==> src/rtl/axi4lite_coeff_regs_if.sv <==
// AXI4-Lite bus bundle between the system interconnect (master) and the
// FIR coefficient register block (slave).
interface axi4lite_coeff_regs_if #(
    parameter int ADDR_WIDTH = 32,
    parameter int DATA_WIDTH = 32
);
    logic [ADDR_WIDTH-1:0]   s_awaddr;
    logic                    s_awvalid;
    logic                    s_awready;
    logic [DATA_WIDTH-1:0]   s_wdata;
    logic [DATA_WIDTH/8-1:0] s_wstrb;
    logic                    s_wvalid;
    logic                    s_wready;
    logic [1:0]              s_bresp;
    logic                    s_bvalid;
    logic                    s_bready;
    logic [ADDR_WIDTH-1:0]   s_araddr;
    logic                    s_arvalid;
    logic                    s_arready;
    logic [DATA_WIDTH-1:0]   s_rdata;
    logic [1:0]              s_rresp;
    logic                    s_rvalid;
    logic                    s_rready;

    modport master (
        output s_awaddr, s_awvalid, s_wdata, s_wstrb, s_wvalid, s_bready,
        output s_araddr, s_arvalid, s_rready,
        input  s_awready, s_wready, s_bresp, s_bvalid,
        input  s_arready, s_rdata, s_rresp, s_rvalid
    );

    modport slave (
        input  s_awaddr, s_awvalid, s_wdata, s_wstrb, s_wvalid, s_bready,
        input  s_araddr, s_arvalid, s_rready,
        output s_awready, s_wready, s_bresp, s_bvalid,
        output s_arready, s_rdata, s_rresp, s_rvalid
    );
endinterface

==> src/rtl/axi4lite_coeff_regs.sv <==
// AXI4-Lite register slave holding the FIR coefficient bank plus CTRL/STATUS;
// drives the coefficients, filter enable and a one-cycle coefficient-load strobe.
module axi4lite_coeff_regs #(
    parameter int AXI4LITE_ADDR_WIDTH = 32,
    parameter int AXI4LITE_DATA_WIDTH = 32,
    parameter int NOF_COEFF           = 12,
    parameter int DATA_WIDTH          = 8
) (
    input  logic                            clk,
    input  logic                            rst,
    axi4lite_coeff_regs_if.slave            s_axi,
    output logic [NOF_COEFF*DATA_WIDTH-1:0] coeff_o,
    output logic                            filter_en_o,
    output logic                            coeff_load_o,
    input  logic                            filter_busy_i
);

    localparam int         STRB_WIDTH  = AXI4LITE_DATA_WIDTH / 8;
    localparam logic [5:0] CTRL_IDX    = 6'(NOF_COEFF);
    localparam logic [5:0] STATUS_IDX  = 6'(NOF_COEFF + 1);
    localparam logic [1:0] RESP_OKAY   = 2'b00;
    localparam logic [1:0] RESP_SLVERR = 2'b10;

    typedef enum logic {W_IDLE = 1'b0, W_RESP = 1'b1} w_state_t;
    typedef enum logic {R_IDLE = 1'b0, R_DATA = 1'b1} r_state_t;

    function automatic logic [AXI4LITE_DATA_WIDTH-1:0] sext_coeff(input logic [DATA_WIDTH-1:0] c);
        return {{(AXI4LITE_DATA_WIDTH-DATA_WIDTH){c[DATA_WIDTH-1]}}, c};
    endfunction

    function automatic logic [1:0] decode_resp(input logic [5:0] idx);
        return (idx <= STATUS_IDX) ? RESP_OKAY : RESP_SLVERR;
    endfunction

    // register bank
    logic [DATA_WIDTH-1:0] r_coeff [NOF_COEFF];
    logic                  r_enable;
    logic                  r_coeff_load;

    // write channel
    w_state_t              r_w_state;
    w_state_t              w_w_state_nxt;
    logic                  r_awready, w_awready_nxt;
    logic                  r_wready,  w_wready_nxt;
    logic                  r_aw_done, w_aw_done_nxt;
    logic                  r_w_done,  w_w_done_nxt;
    logic                  r_bvalid,  w_bvalid_nxt;
    logic [1:0]            r_bresp,   w_bresp_nxt;
    logic [5:0]            r_awidx;
    logic [DATA_WIDTH-1:0] r_wdata;
    logic                  r_wstrb0;
    logic                  w_aw_hs, w_w_hs, w_have_aw, w_have_w;
    logic [5:0]            w_wr_idx;
    logic [DATA_WIDTH-1:0] w_wr_data;
    logic                  w_wr_strb0;
    logic                  w_wr_en;

    // read channel
    r_state_t                       r_r_state;
    r_state_t                       w_r_state_nxt;
    logic                           r_arready, w_arready_nxt;
    logic                           r_rvalid,  w_rvalid_nxt;
    logic [AXI4LITE_DATA_WIDTH-1:0] r_rdata,   w_rdata_nxt;
    logic [1:0]                     r_rresp,   w_rresp_nxt;
    logic                           w_ar_hs;
    logic [5:0]                     w_rd_idx;
    logic [AXI4LITE_DATA_WIDTH-1:0] w_rd_data;
    logic [1:0]                     w_rd_resp;

    logic w_unused_bits;
    assign w_unused_bits = ^{s_axi.s_awaddr[AXI4LITE_ADDR_WIDTH-1:8], s_axi.s_awaddr[1:0],
                             s_axi.s_araddr[AXI4LITE_ADDR_WIDTH-1:8], s_axi.s_araddr[1:0],
                             s_axi.s_wdata[AXI4LITE_DATA_WIDTH-1:DATA_WIDTH],
                             s_axi.s_wstrb[STRB_WIDTH-1:1]};

    // Write channel next-state: AW and W may arrive in any order; the write fires once both are held.
    always_comb begin
        w_aw_hs       = s_axi.s_awvalid & r_awready;
        w_w_hs        = s_axi.s_wvalid & r_wready;
        w_have_aw     = r_aw_done | w_aw_hs;
        w_have_w      = r_w_done | w_w_hs;
        w_wr_idx      = w_aw_hs ? s_axi.s_awaddr[7:2] : r_awidx;
        w_wr_data     = w_w_hs ? s_axi.s_wdata[DATA_WIDTH-1:0] : r_wdata;
        w_wr_strb0    = w_w_hs ? s_axi.s_wstrb[0] : r_wstrb0;
        w_wr_en       = 1'b0;
        w_w_state_nxt = r_w_state;
        w_awready_nxt = r_awready;
        w_wready_nxt  = r_wready;
        w_aw_done_nxt = r_aw_done;
        w_w_done_nxt  = r_w_done;
        w_bvalid_nxt  = r_bvalid;
        w_bresp_nxt   = r_bresp;
        case (r_w_state)
            W_IDLE: begin
                if (w_have_aw && w_have_w) begin
                    w_wr_en       = 1'b1;
                    w_w_state_nxt = W_RESP;
                    w_awready_nxt = 1'b0;
                    w_wready_nxt  = 1'b0;
                    w_aw_done_nxt = 1'b0;
                    w_w_done_nxt  = 1'b0;
                    w_bvalid_nxt  = 1'b1;
                    w_bresp_nxt   = decode_resp(w_wr_idx);
                end else begin
                    w_awready_nxt = ~w_have_aw;
                    w_wready_nxt  = ~w_have_w;
                    w_aw_done_nxt = w_have_aw;
                    w_w_done_nxt  = w_have_w;
                end
            end
            W_RESP: begin
                if (s_axi.s_bready) begin
                    w_w_state_nxt = W_IDLE;
                    w_bvalid_nxt  = 1'b0;
                    w_awready_nxt = 1'b1;
                    w_wready_nxt  = 1'b1;
                end else begin
                    w_w_state_nxt = W_RESP;
                end
            end
            default: begin
                w_w_state_nxt = W_IDLE;
                w_bvalid_nxt  = 1'b0;
            end
        endcase
    end

    // Write channel state and handshake registers.
    always_ff @(posedge clk) begin
        if (rst) begin
            r_w_state <= W_IDLE;
            r_awready <= 1'b0;
            r_wready  <= 1'b0;
            r_aw_done <= 1'b0;
            r_w_done  <= 1'b0;
            r_bvalid  <= 1'b0;
            r_bresp   <= RESP_OKAY;
            r_awidx   <= 6'd0;
            r_wdata   <= '0;
            r_wstrb0  <= 1'b0;
        end else begin
            r_w_state <= w_w_state_nxt;
            r_awready <= w_awready_nxt;
            r_wready  <= w_wready_nxt;
            r_aw_done <= w_aw_done_nxt;
            r_w_done  <= w_w_done_nxt;
            r_bvalid  <= w_bvalid_nxt;
            r_bresp   <= w_bresp_nxt;
            r_awidx   <= w_wr_idx;
            r_wdata   <= w_wr_data;
            r_wstrb0  <= w_wr_strb0;
        end
    end

    // Register bank update; every writable field lives in byte 0, so only wstrb[0] matters.
    always_ff @(posedge clk) begin
        if (rst) begin
            for (int k = 0; k < NOF_COEFF; k++) begin
                r_coeff[k] <= '0;
            end
            r_enable     <= 1'b0;
            r_coeff_load <= 1'b0;
        end else begin
            r_coeff_load <= 1'b0;
            if (w_wr_en && w_wr_strb0) begin
                for (int k = 0; k < NOF_COEFF; k++) begin
                    if (w_wr_idx == 6'(k)) begin
                        r_coeff[k] <= w_wr_data;
                    end
                end
                if (w_wr_idx == CTRL_IDX) begin
                    r_enable     <= w_wr_data[0];
                    r_coeff_load <= w_wr_data[1];
                end
            end
        end
    end

    // Read data mux over the current (pre-write) register contents.
    always_comb begin
        w_ar_hs   = s_axi.s_arvalid & r_arready;
        w_rd_idx  = s_axi.s_araddr[7:2];
        w_rd_data = '0;
        w_rd_resp = decode_resp(w_rd_idx);
        if (w_rd_idx < CTRL_IDX) begin
            for (int k = 0; k < NOF_COEFF; k++) begin
                w_rd_data = (w_rd_idx == 6'(k)) ? sext_coeff(r_coeff[k]) : w_rd_data;
            end
        end else if (w_rd_idx == CTRL_IDX) begin
            w_rd_data = {{(AXI4LITE_DATA_WIDTH-1){1'b0}}, r_enable};
        end else if (w_rd_idx == STATUS_IDX) begin
            w_rd_data = {{(AXI4LITE_DATA_WIDTH-1){1'b0}}, filter_busy_i};
        end else begin
            w_rd_data = '0;
        end
    end

    // Read channel next-state: one outstanding read, data held until accepted.
    always_comb begin
        w_r_state_nxt = r_r_state;
        w_arready_nxt = r_arready;
        w_rvalid_nxt  = r_rvalid;
        w_rdata_nxt   = r_rdata;
        w_rresp_nxt   = r_rresp;
        case (r_r_state)
            R_IDLE: begin
                if (w_ar_hs) begin
                    w_r_state_nxt = R_DATA;
                    w_arready_nxt = 1'b0;
                    w_rvalid_nxt  = 1'b1;
                    w_rdata_nxt   = w_rd_data;
                    w_rresp_nxt   = w_rd_resp;
                end else begin
                    w_arready_nxt = 1'b1;
                end
            end
            R_DATA: begin
                if (s_axi.s_rready) begin
                    w_r_state_nxt = R_IDLE;
                    w_rvalid_nxt  = 1'b0;
                    w_arready_nxt = 1'b1;
                end else begin
                    w_r_state_nxt = R_DATA;
                end
            end
            default: begin
                w_r_state_nxt = R_IDLE;
                w_rvalid_nxt  = 1'b0;
            end
        endcase
    end

    // Read channel state and response registers.
    always_ff @(posedge clk) begin
        if (rst) begin
            r_r_state <= R_IDLE;
            r_arready <= 1'b0;
            r_rvalid  <= 1'b0;
            r_rdata   <= '0;
            r_rresp   <= RESP_OKAY;
        end else begin
            r_r_state <= w_r_state_nxt;
            r_arready <= w_arready_nxt;
            r_rvalid  <= w_rvalid_nxt;
            r_rdata   <= w_rdata_nxt;
            r_rresp   <= w_rresp_nxt;
        end
    end

    // Flatten the coefficient registers onto the parallel bank output.
    always_comb begin
        coeff_o = '0;
        for (int k = 0; k < NOF_COEFF; k++) begin
            coeff_o[k*DATA_WIDTH +: DATA_WIDTH] = r_coeff[k];
        end
    end

    assign filter_en_o     = r_enable;
    assign coeff_load_o    = r_coeff_load;
    assign s_axi.s_awready = r_awready;
    assign s_axi.s_wready  = r_wready;
    assign s_axi.s_bvalid  = r_bvalid;
    assign s_axi.s_bresp   = r_bresp;
    assign s_axi.s_arready = r_arready;
    assign s_axi.s_rvalid  = r_rvalid;
    assign s_axi.s_rdata   = r_rdata;
    assign s_axi.s_rresp   = r_rresp;

endmodule

==> src/flat_wrapper.sv <==
// flat-port wrapper written by rule: the top's interface ports become plain ports
module axi4lite_coeff_regs_flat 
#(
    parameter int AXI4LITE_ADDR_WIDTH = 32,
    parameter int AXI4LITE_DATA_WIDTH = 32,
    parameter int NOF_COEFF           = 12,
    parameter int DATA_WIDTH          = 8
)
  (clk, rst, coeff_o, filter_en_o, coeff_load_o, filter_busy_i, s_axi_s_awaddr, s_axi_s_awvalid, s_axi_s_wdata, s_axi_s_wstrb, s_axi_s_wvalid, s_axi_s_bready, s_axi_s_araddr, s_axi_s_arvalid, s_axi_s_rready, s_axi_s_awready, s_axi_s_wready, s_axi_s_bresp, s_axi_s_bvalid, s_axi_s_arready, s_axi_s_rdata, s_axi_s_rresp, s_axi_s_rvalid);
  axi4lite_coeff_regs_if #(.ADDR_WIDTH(32), .DATA_WIDTH(DATA_WIDTH)) s_axi_i ();
  input  logic clk;
  input  logic rst;
  output logic [NOF_COEFF*DATA_WIDTH-1:0] coeff_o;
  output logic filter_en_o;
  output logic coeff_load_o;
  input  logic filter_busy_i;
  input wire logic [$bits(s_axi_i.s_awaddr)-1:0] s_axi_s_awaddr;
  input wire logic [$bits(s_axi_i.s_awvalid)-1:0] s_axi_s_awvalid;
  input wire logic [$bits(s_axi_i.s_wdata)-1:0] s_axi_s_wdata;
  input wire logic [$bits(s_axi_i.s_wstrb)-1:0] s_axi_s_wstrb;
  input wire logic [$bits(s_axi_i.s_wvalid)-1:0] s_axi_s_wvalid;
  input wire logic [$bits(s_axi_i.s_bready)-1:0] s_axi_s_bready;
  input wire logic [$bits(s_axi_i.s_araddr)-1:0] s_axi_s_araddr;
  input wire logic [$bits(s_axi_i.s_arvalid)-1:0] s_axi_s_arvalid;
  input wire logic [$bits(s_axi_i.s_rready)-1:0] s_axi_s_rready;
  output wire logic [$bits(s_axi_i.s_awready)-1:0] s_axi_s_awready;
  output wire logic [$bits(s_axi_i.s_wready)-1:0] s_axi_s_wready;
  output wire logic [$bits(s_axi_i.s_bresp)-1:0] s_axi_s_bresp;
  output wire logic [$bits(s_axi_i.s_bvalid)-1:0] s_axi_s_bvalid;
  output wire logic [$bits(s_axi_i.s_arready)-1:0] s_axi_s_arready;
  output wire logic [$bits(s_axi_i.s_rdata)-1:0] s_axi_s_rdata;
  output wire logic [$bits(s_axi_i.s_rresp)-1:0] s_axi_s_rresp;
  output wire logic [$bits(s_axi_i.s_rvalid)-1:0] s_axi_s_rvalid;
  assign s_axi_i.s_awaddr = s_axi_s_awaddr;
  assign s_axi_i.s_awvalid = s_axi_s_awvalid;
  assign s_axi_i.s_wdata = s_axi_s_wdata;
  assign s_axi_i.s_wstrb = s_axi_s_wstrb;
  assign s_axi_i.s_wvalid = s_axi_s_wvalid;
  assign s_axi_i.s_bready = s_axi_s_bready;
  assign s_axi_i.s_araddr = s_axi_s_araddr;
  assign s_axi_i.s_arvalid = s_axi_s_arvalid;
  assign s_axi_i.s_rready = s_axi_s_rready;
  assign s_axi_s_awready = s_axi_i.s_awready;
  assign s_axi_s_wready = s_axi_i.s_wready;
  assign s_axi_s_bresp = s_axi_i.s_bresp;
  assign s_axi_s_bvalid = s_axi_i.s_bvalid;
  assign s_axi_s_arready = s_axi_i.s_arready;
  assign s_axi_s_rdata = s_axi_i.s_rdata;
  assign s_axi_s_rresp = s_axi_i.s_rresp;
  assign s_axi_s_rvalid = s_axi_i.s_rvalid;
  axi4lite_coeff_regs #(.AXI4LITE_ADDR_WIDTH(AXI4LITE_ADDR_WIDTH), .AXI4LITE_DATA_WIDTH(AXI4LITE_DATA_WIDTH), .NOF_COEFF(NOF_COEFF), .DATA_WIDTH(DATA_WIDTH)) u_core (.clk(clk), .rst(rst), .s_axi(s_axi_i), .coeff_o(coeff_o), .filter_en_o(filter_en_o), .coeff_load_o(coeff_load_o), .filter_busy_i(filter_busy_i));
endmodule
==> config.mk <==
export PLATFORM = sky130hd
export DESIGN_NAME = axi4lite_coeff_regs_flat
export DESIGN_NICKNAME = d
export VERILOG_FILES = /design/src/rtl/axi4lite_coeff_regs_if.sv /design/src/rtl/axi4lite_coeff_regs.sv /design/src/flat_wrapper.sv
export SDC_FILE = /design/constraint.sdc
export NUM_CORES = 1
export LEC_CHECK = 0
export ABC_AREA = 1
export CELL_PAD_IN_SITES_DETAIL_PLACEMENT = 0
export CELL_PAD_IN_SITES_GLOBAL_PLACEMENT = 1
export CORE_MARGIN = 3
export CORE_UTILIZATION = 36
export CTS_BUF_LIST = sky130_fd_sc_hd__clkbuf_8 sky130_fd_sc_hd__clkbuf_16
export CTS_CLUSTER_DIAMETER = 30
export DETAILED_ROUTE_END_ITERATION = 10
export PLACE_DENSITY = 0.94
export RECOVER_POWER = 25
export SKIP_CTS_REPAIR_TIMING = 1
export SLEW_MARGIN = 10
export SYNTH_ARGS = -nofsm -noshare
export SYNTH_HDL_FRONTEND = slang
export SYNTH_SLANG_ARGS = --single-unit
==> constraint.sdc <==
create_clock -name clk -period 3.27 [get_ports clk]
set_input_delay 0.327 -clock clk [delete_from_list [all_inputs] [get_ports clk]]
set_output_delay 0.327 -clock clk [all_outputs]
set_load 0.02 [all_outputs]
# --- Word level (Yosys, flattened, before mapping) ---
# Memories as Yosys holds them, arrays and structs flattened.
# Index checks and enable logic that the tools add are counted.
totals:
  regBits: 38
  latch_bits: 0
  ram_bits: 96
  rom_bits: 0
  input_bits: 81
  output_inout_bits: 115
  elab_cells: 188
  memories: 1
mem_list:
  columns: ["memory", "words", "width", "rd", "rd_clocked_by_memory_dff", "wr", "line", "rtl"]
  rows:
  - ["u_core.r_coeff", 12, 8, 12, 0, 12, "axi4lite_coeff_regs.sv:36", "logic [DATA_WIDTH-1:0] r_coeff [NOF_COEFF];"]
classes:
  addsub: 0
  n_mul: 0
  div_mod_pow: 0
  n_lt_le_gt_ge: 3
  n_eq_ne: 29
  shift: 0
  n_mux: 105
  n_bitwise: 23
  n_reduce_logical: 10
ops:
  columns: ["operator", "n"]
  rows:
  - ["$mux 8", 27]
  - ["$mux 1", 68]
  - ["$eq 6x4->1 const B", 11]
  - ["$eq 6x3->1 const B", 8]
  - ["$eq 6x2->1 const B", 4]
  - ["$or 1x1->1", 14]
  - ["$pmux 1 s2", 7]
  - ["$eq 6x1->1 const B", 2]
  - ["$le 6x4->1 const B", 2]
  - ["$logic_not 6->1", 2]
  - ["$reduce_and 2->1", 5]
  - ["$lt 6x4->1 const B", 1]
  - ["$mux 6", 1]
  - ["$not 1->1", 6]
  - ["$mux 2", 2]
  - ["$ne 2x1->1 const B", 2]
  - ["$ne 2x2->1 const B", 2]
  - ["$and 1x1->1", 3]
  - ["$reduce_or 3->1", 1]
  - ["$logic_and 1x1->1", 2]

# --- Depth between registers and ports, before layout ---
# Gate-level depths: netlist of the first run.
logic_depth:
  ltp_word: 14
  mapped_depth: 12
  depth_no_buf: 12

# --- Worst setup path after synthesis of the first run ---
# OpenSTA, ideal clock, no wires.
synth_path:
  kind: "register to register"
  startpoint: "register u_core.r_awready, in the netlist u_core.s_axi.s_awready"
  endpoint: "memory u_core.r_coeff[10][0], in the netlist u_core.r_coeff[0][80] (enable)"
  setup_time_ns: 0.384
  t_arrival_ns: 1.993
  required_ns: 2.886
  setup_slack_ns: 0.893
  stages_incl_launch_ff: 9
  n_path_buf: 0
  synth_period_minus_slack_ns: 2.377
  path_cell_list: "dfxtp_1 nand2_4 mux2i_1 nand2_1 inv_2 nand2_1 nor2_1 inv_1 o21ai_0"
synth_lines:
  columns: ["element", "line", "rtl"]
  rows:
  - ["from (decl)", "axi4lite_coeff_regs.sv:43", "logic r_awready, w_awready_nxt;"]
  - ["from (signal assigned)", "axi4lite_coeff_regs.sv:143", "r_awready <= w_awready_nxt;"]
  - ["to (decl)", "axi4lite_coeff_regs.sv:36", null]

==> results of run 1 <==
critical path: stages:
cell and delay, ns:
dlygate4sd3_1 0.59, nand2_4 0.12, clkinvlp_2 0.33, o21ai_4 0.10, nor2_4 0.13, inv_2 0.05, nor2_2 0.17, inv_2 0.09
nor3_4 0.27, nand2_2 0.22, nand2_1 0.35
cell families (layout without fill, tap and decap cells):
| group | after synthesis | in the layout | share of synthesized area (%) |
|---|---|---|---|
| AND/OR/NAND/NOR | 329 | 329 | 25.2 |
| flip-flops | 132 | 132 | 63.4 |
| buffers and inverters | 74 | 237 | 5.18 |
| AO/OA/AOI/OAI | 55 | 55 | 5.42 |
| multiplexers | 4 | 4 | 0.705 |
| other | 1 | 2 | 0.0660 |
flip-flops by register name, summed over array words and instances (netlist names), 6 cells and up:
signal,cells
u_core.r_wdata,8
u_core.r_awidx,6
u_core.r_coeff,96
u_core.r_rdata,8
stage by stage:
| step | utilization (%) | hold slack, ns | worst slack [ns] |
|---|---|---|---|
| after floorplan | - | 0.426 | 0.893 |
| final | 51.5 | 0.460 | 0.575 |
| after CTS | 51.7 | 0.464 | 0.869 |
| after global placement | 48.0 | 0.454 | 0.511 |
| after detailed placement | 48.0 | 0.456 | 0.457 |
| after global routing | 51.5 | 0.486 | 0.426 |
area by class of cell:
| class | count | area [um^2] | share of cell area, % |
|---|---|---|---|
| timing repair buffer | 148 | 1460 | 18.5 |
| inverter | 58 | 221 | 2.81 |
| tap | 211 | 264 | 3.35 |
| clock inverter | 14 | 141 | 1.79 |
| clock buffer | 17 | 425 | 5.39 |
| sequential | 132 | 3600 | 45.7 |
| multi-input combinational | 390 | 1770 | 22.5 |
Yosys cell counts (all sizes together):
library cell	n	area [um^2]
nor3	8	67.6
clkbuf	13	48.8
edfxtp	96	2880
or2	4	25.0
conb	1	3.75
clkinv	1	3.75
nand2	136	543
mux2i	4	40.0
nor2	142	551
nor3b	1	7.51
nand4	25	156
o21a	1	7.51
a211oi	2	15.0
nand3	13	82.6
dfxtp	36	721
a21oi	30	150
inv	57	221
buf	3	20.0
o211ai	1	7.51
a31oi	1	6.26
o21bai	1	7.51
o21ai	19	114
worst min-delay path by stage:
stage	end	slack (ns)	depth (start not counted)
final	u_core.r_rdata[6]	0.46	2
after floorplan	u_core.s_axi.s_rvalid	0.43	1
after global routing	u_core.r_rdata[3]	0.49	2
after detailed placement	u_core.r_rdata[2]	0.46	2
after CTS	u_core.r_rdata[2]	0.46	2
after global placement	u_core.r_rdata[2]	0.45	2
metal layers:
metal,vias to the layer above,part of all wire (%),track usage (%)
met3,33,9.0,5.78
met4,0,2.3,7.35
met5,-,0,0
met1,2252,40,22.5
met2,220,49,31.7
li1,2274,-,-
power by group through the flow:
| stage | registers [mW] | logic [mW] | clock network (mW) |
|---|---|---|---|
| 2_1_floorplan | 2.01 | 0.166 | 0 |
| 3_3_place_gp | 1.94 | 0.443 | 0 |
| 3_5_place_dp | 1.95 | 0.448 | 0 |
| 4_1_cts | 1.91 | 0.450 | 1.81 |
| 5_1_grt | 1.92 | 0.463 | 1.89 |
| 6_report | 1.91 | 0.434 | 1.80 |
==> metrics.txt, run 1 <==
status finished clean; Starting Density 37.1%; Yosys reg bits 132; critical path launch point s_axi_s_wvalid; Leak 3.17 nW; Rel. slew slack 51.4%; synth unique cells 38; sequential power share 46.1%; maxcap violations 0; period utilization 82.4%; min Tclk post-route 2.69 ns; DRT Wirelength 16.6 mm; diodes inserted 0; I/O pins 196; Worst Hold Class flop to flop; placed insts 939; Ys Warns 0; Die Ht 132 um; combinational group share of total power 10.5%; Net Sw Frac 24.3%; WP data required 3.35 ns; clk_skew 0.00753 ns; overall routing resource usage 18.8%; Post-Synthesis Cells 595; grt ovf 0; R2R setup slack 0.65 ns; fin cells 970; initial antenna violation count 0; Post-DP Area 0.00734 mm^2; clock sink count 132; Die W 132 um; Critical Path Start Type primary input; DR vias/cell 4.93; Slew Viols, Final 0; remaining antenna violation count after routing 0; final setup vio count 0; vias 4779; Max clock buf depth 2; Post-route DRC 0; cell area after layout 0.00789 mm^2; share of post-route cells with drive strength above 1 8.56%; reg2reg end u_core.r_coeff[0][4]; syn avg cell area 9.55 um^2; commonest non-fill, non-tap cell in the layout nor2_1; CTS tree yes; initial drt markers 414; Reg2Reg Depth 6; Max Fclk 0.371 GHz; root buf cell clkbuf_16; Hold Startpoint u_core.r_rdata[6]; Final Hold Violating Endpoints 0; actual slew at the worst max-slew pin 0.722 ns; post-route setup TNS 0 ns; Rows 45; clock latency on the worst-skew pair 0.41 ns; PwrDens 525 mW/mm^2; RSZ-0062 raised after global routing false; core footprint 0.0153 mm^2; WL per Instance 17.1 um; Port Buffer Count 141; reg2reg start u_core.s_axi.s_awready; die area 0.0173 mm^2; TritonCTS Buffers 17; first-pass GRT wire length 24.8 mm; fillers 1397; VDD IR max 0.358 mV; number of H-tree levels 4; critical path capture point type flop; most frequent cells in the layout nor2_1 (137), nand2_1 (128), edfxtp_1 (96); sequential area share after synthesis 63.4%; nets@finish 828; total power 4.14 mW; Crit Path Class primary input to flop; internal power 3.14 mW; dpl hpwl 12.4 mm; largest net degree at the start of global routing 23; Max Fanout on Critical Path 10; clock share of power 43.5%; Clock transition at path regs 0.06 ns; CP Data Arrival Time 2.77 ns; Post-Syn Area 0.00568 mm^2; Net Switching 1.01 mW; CP endpoint u_core.r_coeff[0][4]; area grow syn2layout 38.8%; gp weighted congestion 0.900; DRT Pass-1 Iters 5; vias in the first global route 4637
Power figures use the tool's default switching activity.
==> run 2, diff against run 1 <==
--- a/config.mk
+++ b/config.mk
@@ -9,11 +9,11 @@
 export CELL_PAD_IN_SITES_DETAIL_PLACEMENT = 0
 export CELL_PAD_IN_SITES_GLOBAL_PLACEMENT = 1
 export CORE_MARGIN = 3
-export CORE_UTILIZATION = 36
+export CORE_UTILIZATION = 34
 export CTS_BUF_LIST = sky130_fd_sc_hd__clkbuf_8 sky130_fd_sc_hd__clkbuf_16
 export CTS_CLUSTER_DIAMETER = 30
 export DETAILED_ROUTE_END_ITERATION = 10
-export PLACE_DENSITY = 0.94
+export PLACE_DENSITY = 0.9
 export RECOVER_POWER = 25
 export SKIP_CTS_REPAIR_TIMING = 1
 export SLEW_MARGIN = 10
==> constraint.sdc (replaced) <==
create_clock -name clk -period 2.7 [get_ports clk]
set_input_delay 0.27 -clock clk [delete_from_list [all_inputs] [get_ports clk]]
set_output_delay 0.27 -clock clk [all_outputs]
set_load 0.02 [all_outputs]
==> run 2 against run 1 <==
First-iteration DRC count is 11% higher; die area grew 5.6%; via count is 1.8% higher; highest routed layer unchanged; flip-flop and latch count stayed put; utilization shrank 1.1 points; register-to-register slack lost 0.28 ns; critical path type is now flop to flop; critical path depth down 3.
==> metrics.txt, run 2 (same netlist as run 1, synthesis figures left out) <==
Max Fanout on Critical Path 8; DRT Pass-1 Iters 6; hold slack final 0.447 ns; gp weighted congestion 0.889; Slew Viols, Final 0; nets@finish 851; Starting Density 35.3%; I/O pins 196; Worst Hold Class primary input to flop; Max clock buf depth 2; CTS tree yes; Rows 46; area grow syn2layout 43.1%; share of post-route cells with drive strength above 1 10.9%; Critical Path Start Type flop; clock sink count 132; Port Buffer Count 141; vias in the first global route 4687; Die Ht 135 um; critical path capture point type flop; min Tclk post-route 2.33 ns; core footprint 0.0161 mm^2; number of flip-flops in the largest register 96; Rel. slew slack 51.5%; Reg with most FFs u_core.r_coeff; Leak 3.30 nW; vias 4866; Die W 135 um; post-route setup TNS 0 ns; TritonCTS Buffers 17; Max Fclk 0.429 GHz; actual slew at the worst max-slew pin 0.725 ns; most frequent cells in the layout nor2_1 (137), nand2_1 (129), edfxtp_1 (96); initial antenna violation count 0; dpl hpwl 13.0 mm; grt ovf 0; VDD IR max 0.453 mV; Post-route DRC 0; Crit Path Class flop to flop; commonest non-fill, non-tap cell in the layout nor2_1; DR vias/cell 4.88; diodes inserted 0; clock latency on the worst-skew pair 0.42 ns; RSZ-0062 raised after global routing false; Clock transition at path regs 0.06 ns; PwrDens 657 mW/mm^2; die area 0.0183 mm^2; CP Data Arrival Time 2.41 ns; maxcap violations 0; root buf cell clkbuf_16; DRT Wirelength 17.2 mm; fillers 1462; initial drt markers 461; WP data required 2.78 ns; overall routing resource usage 18.8%; largest net degree at the start of global routing 17; number of H-tree levels 4; final setup vio count 0; WL per Instance 17.2 um; Final Hold Violating Endpoints 0; first-pass GRT wire length 25.6 mm; period utilization 86.4%; clk_skew 0.00534 ns; leading registers by flop count u_core.r_coeff: 96 flops, u_core.r_rdata: 8 flops, u_core.r_wdata: 8 flops; remaining antenna violation count after routing 0; status finished clean
run 2: path summary, 6_finish.rpt:
path,slack (ns),end,cells past startpoint,startpoint
setup / recovery,0.37,u_core.r_coeff[0][1],8,u_core.s_axi.s_awready
hold / removal,0.45,u_core.s_axi.s_rvalid,2,s_axi_s_rready
setup reg to reg,0.37,u_core.r_coeff[0][1],8,u_core.s_axi.s_awready
hold reg to reg,0.46,u_core.r_rdata[6],2,u_core.r_rdata[6]
run 2: layer usage:
layer  part of all wire (%)  up-vias  track usage (%)
li1                       -     2326                -
met3                    8.3       29             4.72
met4                    2.2        0             6.89
met2                     48      192             30.8
met5                      0        -                0
met1                     42     2319             24.2
run 2: where the power goes:
group / switching, mW / internal [mW]
logic: 0.335 / 0.201
clock network: 0.871 / 1.63
registers: 0.0509 / 2.26
total: 1.26 / 4.09
run 2: through the flow:
stage / cells / setup slack, ns / instance area [um^2] / total power, mW / utilization [%]
final: 998 / 0.368 / 8130 / 5.34 / 50.5
after global routing: 998 / 0.156 / 8130 / 5.50 / 50.5
after CTS: 998 / 0.500 / 8160 / 5.38 / 50.6
after detailed placement: 967 / 0.0678 / 7520 / 2.91 / 46.7
after global placement: 967 / 0.142 / 7520 / 2.91 / 46.7
after floorplan: 596 / 0.323 / 5690 / 2.63 / -
run 2: layout make-up:
class / instances / area, um^2 / share of cell area (%)
inverters: 58 / 221 / 2.72
well taps: 216 / 270 / 3.32
repair buffers: 171 / 1630 / 20.0
flip-flops and latches: 132 / 3600 / 44.3
clock buffers: 17 / 425 / 5.23
clock inverters: 14 / 211 / 2.60
multi-input cells: 390 / 1770 / 21.8
run 2: worst max-delay path: stages (launching register included):
cell	delay, ns
dfxtp_1	0.32
nand2_1	0.32
inv_4	0.07
or2_1	0.21
o21ai_1	0.19
inv_2	0.13
nor3_4	0.32
nand2_2	0.13
nand2_1	0.31
==> run 3, diff against run 2 <==
--- a/config.mk
+++ b/config.mk
@@ -9,12 +9,13 @@
 export CELL_PAD_IN_SITES_DETAIL_PLACEMENT = 0
 export CELL_PAD_IN_SITES_GLOBAL_PLACEMENT = 1
 export CORE_MARGIN = 3
-export CORE_UTILIZATION = 34
-export CTS_BUF_LIST = sky130_fd_sc_hd__clkbuf_8 sky130_fd_sc_hd__clkbuf_16
+export CORE_UTILIZATION = 36
+export CTS_BUF_LIST = sky130_fd_sc_hd__clkbuf_16
 export CTS_CLUSTER_DIAMETER = 30
 export DETAILED_ROUTE_END_ITERATION = 10
-export PLACE_DENSITY = 0.9
+export PLACE_DENSITY = 0.94
 export RECOVER_POWER = 25
+export SETUP_SLACK_MARGIN = 0.3
 export SKIP_CTS_REPAIR_TIMING = 1
 export SLEW_MARGIN = 10
 export SYNTH_ARGS = -nofsm -noshare
==> constraint.sdc (replaced) <==
create_clock -name clk -period 2.9 [get_ports clk]
set_input_delay 0.29 -clock clk [delete_from_list [all_inputs] [get_ports clk]]
set_output_delay 0.29 -clock clk [all_outputs]
set_load 0.02 [all_outputs]
==> run 3 against run 2 <==
Critical path depth is 2 lower; final cell count is 1.7% lower; setup slack better by 0.054 ns; sequential share of layout area is 0.58 points higher; hold slack better by 0.015 ns; power is 7.9% lower; clock power is 9.2% lower; first-iteration DRC count is 2.2% lower; clock skew is 0.0028 ns higher; flip-flop and latch count stayed put; register-to-register slack better by 0.05 ns; die area is 5.3% lower; critical path type unchanged; largest cell class unchanged; largest power group unchanged.
==> metrics.txt, run 3 (same netlist as run 1, synthesis figures left out) <==
I/O pins 196; internal power 3.73 mW; clock sink count 132; initial antenna violation count 0; commonest non-fill, non-tap cell in the layout nor2_1; RSZ-0062 raised after global routing false; critical path capture point type flop; dpl hpwl 12.6 mm; area grow syn2layout 41.2%; Net Switching 1.19 mW; diodes inserted 0; number of H-tree levels 4; most frequent cells in the layout nor2_1 (137), nand2_1 (128), edfxtp_1 (96); Max Fanout on Critical Path 9; total power 4.92 mW; clock latency on the worst-skew pair 0.41 ns; leading registers by flop count u_core.r_coeff: 96 flops, u_core.r_rdata: 8 flops, u_core.r_wdata: 8 flops; crit-path cells nand2_1, o21ai_0, inv_2, nor3_4, nand3_4, nand2_1; actual slew at the worst max-slew pin 0.713 ns; Rows 45; VDD IR max 0.455 mV; WL per Instance 17.4 um; Net Sw Frac 24.1%; Worst Hold Class flop to flop; Port Buffer Count 141; Max Fclk 0.404 GHz; R2R setup slack 0.42 ns; CP Data Arrival Time 2.55 ns; Crit path top cell by count nand2_1; status finished clean; Max clock buf depth 2; Leak 3.24 nW; final setup vio count 0; remaining antenna violation count after routing 0; Final Hold Violating Endpoints 0; sequential power share 43.8%; Starting Density 37.1%; post-place setup slack 0.133 ns; core footprint 0.0153 mm^2; initial drt markers 451; PwrDens 613 mW/mm^2; DRT Wirelength 17.0 mm; Die W 132 um; Slew Viols, Final 0; combinational group share of total power 10.1%; overall routing resource usage 19.5%; DR vias/cell 4.96; vias in the first global route 4741; fillers 1375; setup slack after layout 0.422 ns; Clock transition at path regs 0.06 ns; hold slack final 0.461 ns; Reg2Reg Depth 6; WP data required 2.97 ns; post-route setup TNS 0 ns; clk_skew 0.00811 ns; Post-route DRC 0; clock share of power 46.2%; Crit Path Class flop to flop; critical path launch point u_core.s_axi.s_awready; Critical Path Start Type flop; Reg with most FFs u_core.r_coeff; DRT Pass-1 Iters 5; placed insts 949; gp weighted congestion 0.932; fin cells 981; nets@finish 838; Die Ht 132 um; reg2reg start u_core.s_axi.s_awready; min Tclk post-route 2.48 ns; maxcap violations 0; die area 0.0173 mm^2; vias 4861; largest net degree at the start of global routing 23; number of flip-flops in the largest register 96; CTS tree yes; CP endpoint u_core.r_coeff[0][33]; period utilization 85.4%; CP max stage cell o21ai_0; share of post-route cells with drive strength above 1 9.61%; first-pass GRT wire length 25.8 mm; Rel. slew slack 52.3%; reg2reg end u_core.r_coeff[0][33]; root buf cell clkbuf_16; TritonCTS Buffers 17; max incr delay on CP 0.52 ns; grt ovf 0
run 3: cell count changes in the layout (fill, tap and decap cells not counted), moves of 2 or more:
| cell | before | now |
|---|---|---|
| buf_4 | 27 | 14 |
| clkdlybuf4s50_1 | 79 | 95 |
| clkinv_1 | 4 | 1 |
| clkinv_2 | 0 | 2 |
| dlygate4sd3_1 | 62 | 46 |
| inv_1 | 49 | 51 |
| inv_6 | 0 | 5 |
| o21ai_0 | 11 | 13 |
run 3: critical path: cells and delay by family, from the launching register on:
family	cells	cell delay [ns]
compound gates	1	0.52
buf+inv	1	0.16
flops	1	0.35
simple gates	4	1.11
run 3: final cells by class:
type	instances	area [um^2]	share of cell area, %
clock buffer	17	425	5.30
clock inverter	15	203	2.53
inverter	58	225	2.81
multi-input combinational	390	1780	22.1
sequential	132	3600	44.9
tap	211	264	3.29
timing repair buffer	158	1530	19.0
run 3: worst min-delay path by stage:
stage / slack, ns / endpoint / startpoint / cells past startpoint
finish: 0.46 / u_core.r_rdata[2] / u_core.r_rdata[2] / 2
CTS: 0.46 / u_core.s_axi.s_rvalid / s_axi_s_rready / 2
floorplan: 0.39 / u_core.s_axi.s_rvalid / s_axi_s_rready / 1
global route: 0.47 / u_core.s_axi.s_rvalid / s_axi_s_rready / 2
detailed placement: 0.45 / u_core.r_rdata[2] / u_core.r_rdata[2] / 2
global placement: 0.45 / u_core.r_rdata[7] / u_core.r_rdata[7] / 2
run 3: power by group through the flow:
stage | registers (mW) | logic, mW | clock network (mW)
6_report | 2.15 | 0.496 | 2.27
5_1_grt | 2.16 | 0.530 | 2.38
3_5_place_dp | 2.19 | 0.507 | 0
3_3_place_gp | 2.19 | 0.501 | 0
2_1_floorplan | 2.26 | 0.188 | 0
4_1_cts | 2.15 | 0.512 | 2.29
run 3: per-stage QoR:
stage,area [um^2],utilization (%)
3_3_place_gp,7420,48.4
6_report,8030,52.4
2_1_floorplan,5690,-
4_1_cts,8050,52.5
5_1_grt,8030,52.4
3_5_place_dp,7420,48.4
run 3: metal layers:
metal,track usage (%),vias up,share of wire [%]
met5,0,-,0
met4,8.34,0,2.8
met3,6.58,35,9.2
met2,32.3,221,49
met1,23.3,2317,39
li1,-,2288,-
